### config.mk
export PLATFORM = sky130hd
export DESIGN_NAME = seq_muldiv
export DESIGN_NICKNAME = d
export VERILOG_FILES = /design/src/rtl/seq_muldiv.sv
export SDC_FILE = /design/constraint.sdc
export NUM_CORES = 1
export LEC_CHECK = 0
export CAP_MARGIN = 20
export CELL_PAD_IN_SITES_DETAIL_PLACEMENT = 1
export CELL_PAD_IN_SITES_GLOBAL_PLACEMENT = 2
export CORE_MARGIN = 2
export CORE_UTILIZATION = 35
export CTS_CLUSTER_DIAMETER = 200
export DETAILED_ROUTE_END_ITERATION = 8
export DONT_BUFFER_PORTS = 1
export PLACE_DENSITY = 0.79
export SLEW_MARGIN = 10
export SYNTH_ARGS = -nofsm -noshare
export SYNTH_HDL_FRONTEND = slang
export SYNTH_SLANG_ARGS = --single-unit
### constraint.sdc
create_clock -name clk -period 2.8 [get_ports clk]
set_clock_uncertainty 0.2 [all_clocks]
set_input_delay 0.84 -clock clk [delete_from_list [all_inputs] [get_ports clk]]
set_output_delay 0.84 -clock clk [all_outputs]
set_load 0.02 [all_outputs]
### src/rtl/seq_muldiv.sv
// Iterative multiply/divide unit: shift-add multiply with early exit and restoring divide.
// Operands are captured on start; results are only written on the edge that ends RUN.
module seq_muldiv #(
    parameter int N  = 16,
    parameter int CW = $clog2(N + 1)
) (
    input  logic         clk,
    input  logic         resetb,
    input  logic         start,
    input  logic         op_div,
    input  logic         op_signed,
    input  logic [N-1:0] ain,
    input  logic [N-1:0] bin,
    output logic         busy,
    output logic         done,
    output logic [N-1:0] result_hi,
    output logic [N-1:0] result_lo,
    output logic         div_by_zero
);
    typedef enum logic {S_IDLE, S_RUN} state_t;

    state_t         r_state;
    state_t         w_state_nxt;
    logic           r_div, r_sa, r_sb, r_dz, r_dbz;
    logic [2*N-1:0] r_acc;
    logic [2*N-1:0] r_mcand;
    logic [N-1:0]   r_opb;     // multiplier (shifts right) or divisor
    logic [N-1:0]   r_q;       // dividend bits shift out as quotient bits shift in
    logic [N-1:0]   r_rem;
    logic [CW-1:0]  r_cnt;
    logic [N-1:0]   r_res_hi, r_res_lo;

    logic           w_accept, w_finish, w_ge, w_bzero;
    logic [N-1:0]   w_abs_a, w_abs_b, w_rem_sub, w_quo, w_rem_fix;
    logic [N:0]     w_rem_sh;
    logic [2*N-1:0] w_prod;

    assign w_abs_a = (op_signed && ain[N-1]) ? -ain : ain;
    assign w_abs_b = (op_signed && bin[N-1]) ? -bin : bin;
    assign w_bzero = (bin == '0);

    // The shifted partial remainder carries one extra bit so divisors above 2^(N-1) compare correctly.
    assign w_rem_sh  = {r_rem, r_q[N-1]};
    assign w_ge      = (w_rem_sh >= {1'b0, r_opb});
    assign w_rem_sub = w_rem_sh[N-1:0] - r_opb;

    assign w_prod    = (r_sa ^ r_sb) ? -r_acc : r_acc;
    assign w_quo     = (r_sa ^ r_sb) ? -r_q : r_q;
    assign w_rem_fix = r_sa ? -r_rem : r_rem;

    always_comb begin
        // NOTE: every signal driven here gets a default first, so no path leaves one unassigned and no latch is inferred.
        w_state_nxt = r_state;
        w_accept    = 1'b0;
        w_finish    = 1'b0;
        case (r_state)
            S_IDLE: begin
                if (start) begin
                    w_accept    = 1'b1;
                    w_state_nxt = S_RUN;
                end
            end
            S_RUN: begin
                if (r_dz || (r_div ? (r_cnt == CW'(N)) : (r_opb == '0))) begin
                    w_finish    = 1'b1;
                    w_state_nxt = S_IDLE;
                end
            end
            default: w_state_nxt = S_IDLE;
        endcase
    end

    always_ff @(posedge clk or negedge resetb) begin
        if (!resetb) begin
            r_state  <= S_IDLE;
            r_div    <= 1'b0;
            r_sa     <= 1'b0;
            r_sb     <= 1'b0;
            r_dz     <= 1'b0;
            r_dbz    <= 1'b0;
            r_acc    <= '0;
            r_mcand  <= '0;
            r_opb    <= '0;
            r_q      <= '0;
            r_rem    <= '0;
            r_cnt    <= '0;
            r_res_hi <= '0;
            r_res_lo <= '0;
        end else begin
            // NOTE: non-blocking assignments make every register here update from pre-edge values, independent of statement order.
            r_state <= w_state_nxt;
            if (w_accept) begin
                r_div   <= op_div;
                r_sa    <= op_signed & ain[N-1];
                r_sb    <= op_signed & bin[N-1];
                r_dz    <= op_div & w_bzero;
                r_dbz   <= 1'b0;
                r_acc   <= '0;
                r_rem   <= '0;
                r_cnt   <= '0;
                r_mcand <= {{N{1'b0}}, w_abs_a};
                r_opb   <= w_abs_b;
                // A zero divisor reports the raw dividend, so keep it unmodified.
                r_q     <= (op_div && w_bzero) ? ain : w_abs_a;
            end else if (w_finish) begin
                if (r_dz) begin
                    r_res_hi <= r_q;
                    r_res_lo <= '1;
                    r_dbz    <= 1'b1;
                end else if (r_div) begin
                    r_res_hi <= w_rem_fix;
                    r_res_lo <= w_quo;
                end else begin
                    {r_res_hi, r_res_lo} <= w_prod;
                end
            end else if (r_state == S_RUN) begin
                if (r_div) begin
                    r_rem <= w_ge ? w_rem_sub : w_rem_sh[N-1:0];
                    r_q   <= {r_q[N-2:0], w_ge};
                    r_cnt <= r_cnt + CW'(1);
                end else begin
                    if (r_opb[0]) begin
                        r_acc <= r_acc + r_mcand;
                    end
                    r_mcand <= r_mcand << 1;
                    r_opb   <= r_opb >> 1;
                end
            end
        end
    end

    assign done        = (r_state == S_IDLE);
    assign busy        = ~done;
    assign result_hi   = r_res_hi;
    assign result_lo   = r_res_lo;
    assign div_by_zero = r_dbz;

endmodule

# Word level (Yosys, flattened, before mapping)
# Index checks and enable logic that the tools add are counted.
# totals
ff_bits	155
in_bits	37
out_inout_bits	35
elab_cells	94
# classes
reduce_logical	16
muxes	46
n_addsub	8
bitwise	6
magnitude_cmp	1
eq_ne	3
# op_table
op	count
$mux 16	22
$mux 32	10
$neg 16->16	4
$add 32x32->32	1
$logic_not 16->1	2
$neg 32->32	1
$mux 5	4
$ge 17x16->1	1
$sub 16x16->16	1
$reduce_bool 2->1	5
$mux 1	9
$reduce_and 3->1	2
$add 5x1->5 const B	1
$eq 5x5->1 const B	1
$reduce_and 2->1	2
$reduce_and 4->1	1
$and 1x1->1	3
$logic_and 1x1->1	3
$ne 2x1->1 const B	1
$ne 2x2->1 const B	1
$not 1->1	2
$pmux 1 s2	1
$logic_or 1x1->1	1
$xor 1x1->1	1

# Depth between registers and ports, before layout
# Gate-level depths: netlist (run 1).
# depth
depth_word	7
mapped_depth	11

# Worst setup path before layout (run 1)
# Ideal clock, no wire load.
# synth_timing
path_type	input -> register
from	input ain[1]
to	register r_mcand[13]
path_buffers	0
cell_stages	7
setup_ps	126
arrival_ps	2700
slack_ps	-226
path_cell_list	or3_4 or3_4 or3b_4 o41a_1 xnor2_1 nor2_1 a221o_1
# synth_between
elab_chain_cells	3
# synth_lines
element	line	rtl
start: declaration	12	input logic [N-1:0] ain,
$neg 16->16	38	assign w_abs_a = (op_signed && ain[N-1]) ? -ain : ain;
$mux 16	38	
$mux 32	92	if (w_accept) begin
end signal: assignment	101	r_mcand <= {{N{1'b0}}, w_abs_a};
end signal: assignment	125	r_mcand <= r_mcand << 1;
end: declaration	26	logic [2*N-1:0] r_mcand;
# Every way passes these cells.
# A chain may end at the register's enable or synchronous reset.

# Worst setup path after layout (run 1)
# layout_timing
from	register r_acc[17]
to	register r_res_hi[9], in the netlist result_hi[9]
# layout_between
elab_chain_cells	4
# layout_lines
element	line	rtl
start: declaration	25	logic [2*N-1:0] r_acc;
start signal: assignment	123	r_acc <= r_acc + r_mcand;
$neg 32->32	47	assign w_prod = (r_sa ^ r_sb) ? -r_acc : r_acc;
$mux 32	47	
$mux 16	110	end else if (r_div) begin
$mux 16	106	if (r_dz) begin
end signal: assignment	107	r_res_hi <= r_q;
end signal: assignment	111	r_res_hi <= w_rem_fix;
end signal: assignment	114	{r_res_hi, r_res_lo} <= w_prod;
end: declaration	31	logic [N-1:0] r_res_hi, r_res_lo;
# Every way passes these cells.

==> metrics.cfg, run 1 <==
[logic_synthesis]
synth-main-ff-cell=dfrtp_1
yosysSeqAreaShare_pct=33.29
synth_cells=1472
synth.avg_cell_area_um2=7.914
yosysWarnings=0
netlist-cell-type-count=69
async_flop_share_pct=100.0
ys_seq_elements=155
syn_area_um2=11650
synth-edff-count=0
synth_nets=1565

[status]
status=finished with violations
violations=hold timing

[critical_path]
critPathMaxFanout=5
required_ns=2.99
setup.worst_path.class=flip-flop to flip-flop
critPathCaptureType=flip-flop
arrival_ns=2.90
cp-startpoint=r_acc[17]$_DFFE_PN0P_
reg2reg_from=r_acc[17]$_DFFE_PN0P_
start_kind=flip-flop

[die]
die_area_um2=34760
die_h_um=186.4
io-pin-count=72
die_w_um=186.4
rows=66
start_util_pct=35.72
coreArea_um2=32620

[timing]
drv_slew=0
holdWs_ns=-0.1120
fin_crit_sh_pct=96.60
fmax_ghz=0.3697
worst_pin_slew_ns=0.5584
hold_viol=147
relSlewSlack_pct=62.73
fin_crit_ns=2.705
final-setup-viol-count=0
setup_ws_ns=0.09534

[drt]
drtIter0Drc=769
vias=11520
routed_wl_um=44460
first_pass_iters=5
drc_errors=0
ant_nets=0
wl_per_cell_um=22.13
avgViaCountPerCell=5.735

[final_layout]
multi_input_area_um2=7446
layout_commonest_cell=nand2_1
final_cell_mix=nand2_1 (181), dfrtp_1 (155), buf_4 (152)
drive_gt1_share_pct=15.20
final_cell_area_um2=13850
nNetsFinal=1647
nFillCells=3928
synthToLayoutAreaGrowth_pct=18.86
regArea_um2=3879

[global_routing]
grt_max_degree=156
antenna_found_initial=2
grt_pass1_wl_um=69390
grt_pass1_vias=11720
grt_overflow=0
gr-usage-all-layers_pct=25.50

[flow_run]
cap_violations=0

[place]
portBuffers=0
place_ws_ns=-0.3205
place_congestion=0.9026
postPlaceCellArea_um2=13090
dp_hpwl_um=34230

[power]
ir_drop_mv=0.5027
power.density_nw_per_um2=1427
p_total_mw=19.76
p_leak_nw=6.110

[clock_tree]
ctsHtreeMaxLevel=4
cts_tree=yes
cts.sinks=155
clkTransAtPathRegs_ns=0.07
numCtsBuffers=17
clk_path_buf_depth=2
clk_latency_ns=0.44
clk_root_buffer_cell=clkbuf_16

[min_path]
hold_path.class=input pin to asynchronous set/reset pin

-- stage by stage --
stage	setup TNS, ns	instances	utilization (%)
finish	0	2009	42.45
global route	-0.007349	2008	42.44
CTS	0	2007	42.01
detailed placement	-2.053	1976	40.13
global placement	-1.620	1976	40.13
floorplan	-0.3067	1472	-
-- layer usage --
layer	vias up	track usage (%)	wire length, um	share of wire, %
met5	-	0	18	0.040
met4	2	7.723	1047	2.4
met3	54	5.924	2905	6.5
met2	280	38.32	19300	43
met1	5741	36.26	21190	48
li1	5444	-	-	-
-- worst paths after layout --
kind                            slack (ns)  depth (start not counted)                        to
max in group asynchronous             2.05                          0  result_hi[0]$_DFFE_PN0P_
worst max-delay path                   0.1                          8  result_hi[9]$_DFFE_PN0P_
worst max register to register         0.1                          8  result_hi[9]$_DFFE_PN0P_
worst min-delay path                 -0.11                          0      r_rem[5]$_DFFE_PN0P_
min in group clk                      0.31                          2   r_mcand[31]$_DFFE_PN0P_
worst min register to register        0.31                          2   r_mcand[31]$_DFFE_PN0P_
-- cell type report --
cell class	instances	share of cell area, %
Antenna cell	1	0.01807
Clock buffer	21	3.470
Clock inverter	10	0.7861
Inverter	47	1.274
Multi-Input combinational cell	1178	53.77
Sequential cell	155	28.01
Tap cell	442	3.994
Timing Repair Buffer	155	8.674
-- what timing repair did --
action / in CTS / in global routing
setup buffers: 0 / 1
setup endpoints to repair: 11 / 44
pin swaps: 1 / 6
hold endpoints to repair: 155 / 155
resized for setup: 5 / 33
-- flip-flops by register name (all words and copies together), names as in the netlist --
| name | count |
|---|---|
| r_acc | 32 |
| r_mcand | 32 |
| r_opb | 16 |
| r_q | 16 |
| r_rem | 16 |
| result_hi | 16 |
| result_lo | 16 |
| r_cnt | 5 |
| busy | 1 |
| div_by_zero | 1 |
| r_div | 1 |
| r_dz | 1 |
| r_sa | 1 |
| r_sb | 1 |
-- critical path, stage by stage (launching register included) --
cell and delay [ns]:
dfrtp_1 0.48, or4_4 0.60, nor4_4 0.25, buf_4 0.18
a41oi_1 0.13, xor2_1 0.27, mux2i_1 0.11, o21ai_0 0.23
mux2_2 0.20
-- logic make-up (layout without fill, tap and decap cells) --
| group | count (synthesis) | after routing | synth area share (%) |
|---|---|---|---|
| compound gates | 425 | 425 | 22.24 |
| xor+xnor | 129 | 129 | 9.698 |
| fa+ha+maj | 56 | 56 | 6.143 |
| buf+inv | 139 | 233 | 4.511 |
| flops | 155 | 155 | 33.29 |
| mux | 15 | 15 | 1.418 |
| other cells | 0 | 1 | 0 |
| simple gates | 553 | 553 | 22.69 |
-- Yosys cell counts (all sizes together) (3+ instances only) --
library cell | number | area share [%]
nand2 | 182 | 5.9
dfrtp | 155 | 33
o21ai | 135 | 5.8
a21oi | 118 | 5.1
nor2 | 116 | 3.7
nand3 | 88 | 3.8
clkbuf | 80 | 2.6
xor2 | 66 | 5.0
xnor2 | 63 | 4.7
ha | 54 | 5.8
inv | 47 | 1.5
a31oi | 33 | 1.8
and3 | 27 | 1.4
nor3 | 23 | 0.99
o31ai | 22 | 1.4
nand4 | 21 | 1.1
or3 | 19 | 1.1
nor4 | 18 | 1.0
a21o | 16 | 1.0
and2 | 13 | 0.70
buf | 12 | 0.42
mux2i | 12 | 1.0
nand2b | 11 | 0.59
a211oi | 9 | 0.58
a22oi | 9 | 0.58
o21a | 9 | 0.58
o22a | 9 | 0.68
or4 | 9 | 0.61
nor2b | 7 | 0.38
o211ai | 7 | 0.45
o22ai | 7 | 0.38
nand3b | 6 | 0.39
o41ai | 6 | 0.45
o2111ai | 5 | 0.38
a31o | 4 | 0.30
a41oi | 4 | 0.30
o21bai | 4 | 0.26
o221ai | 4 | 0.30
or2 | 4 | 0.21
a211o | 3 | 0.23
a21boi | 3 | 0.19
o2111a | 3 | 0.29
o311ai | 3 | 0.23
-- power breakdown --
group	internal, mW	switching, mW	total (mW)
registers	3.22	1.40	4.63
logic	5.24	7.47	12.7
clock network	1.33	1.09	2.42
total	9.79	9.97	19.8
Power figures use the tool's default switching activity.
==> run 2, diff against run 1 <==
- SLEW_MARGIN: 10 -> unset
==> results of run 2 <==
Final layout, timing and power as in run 1 (identical DEF).
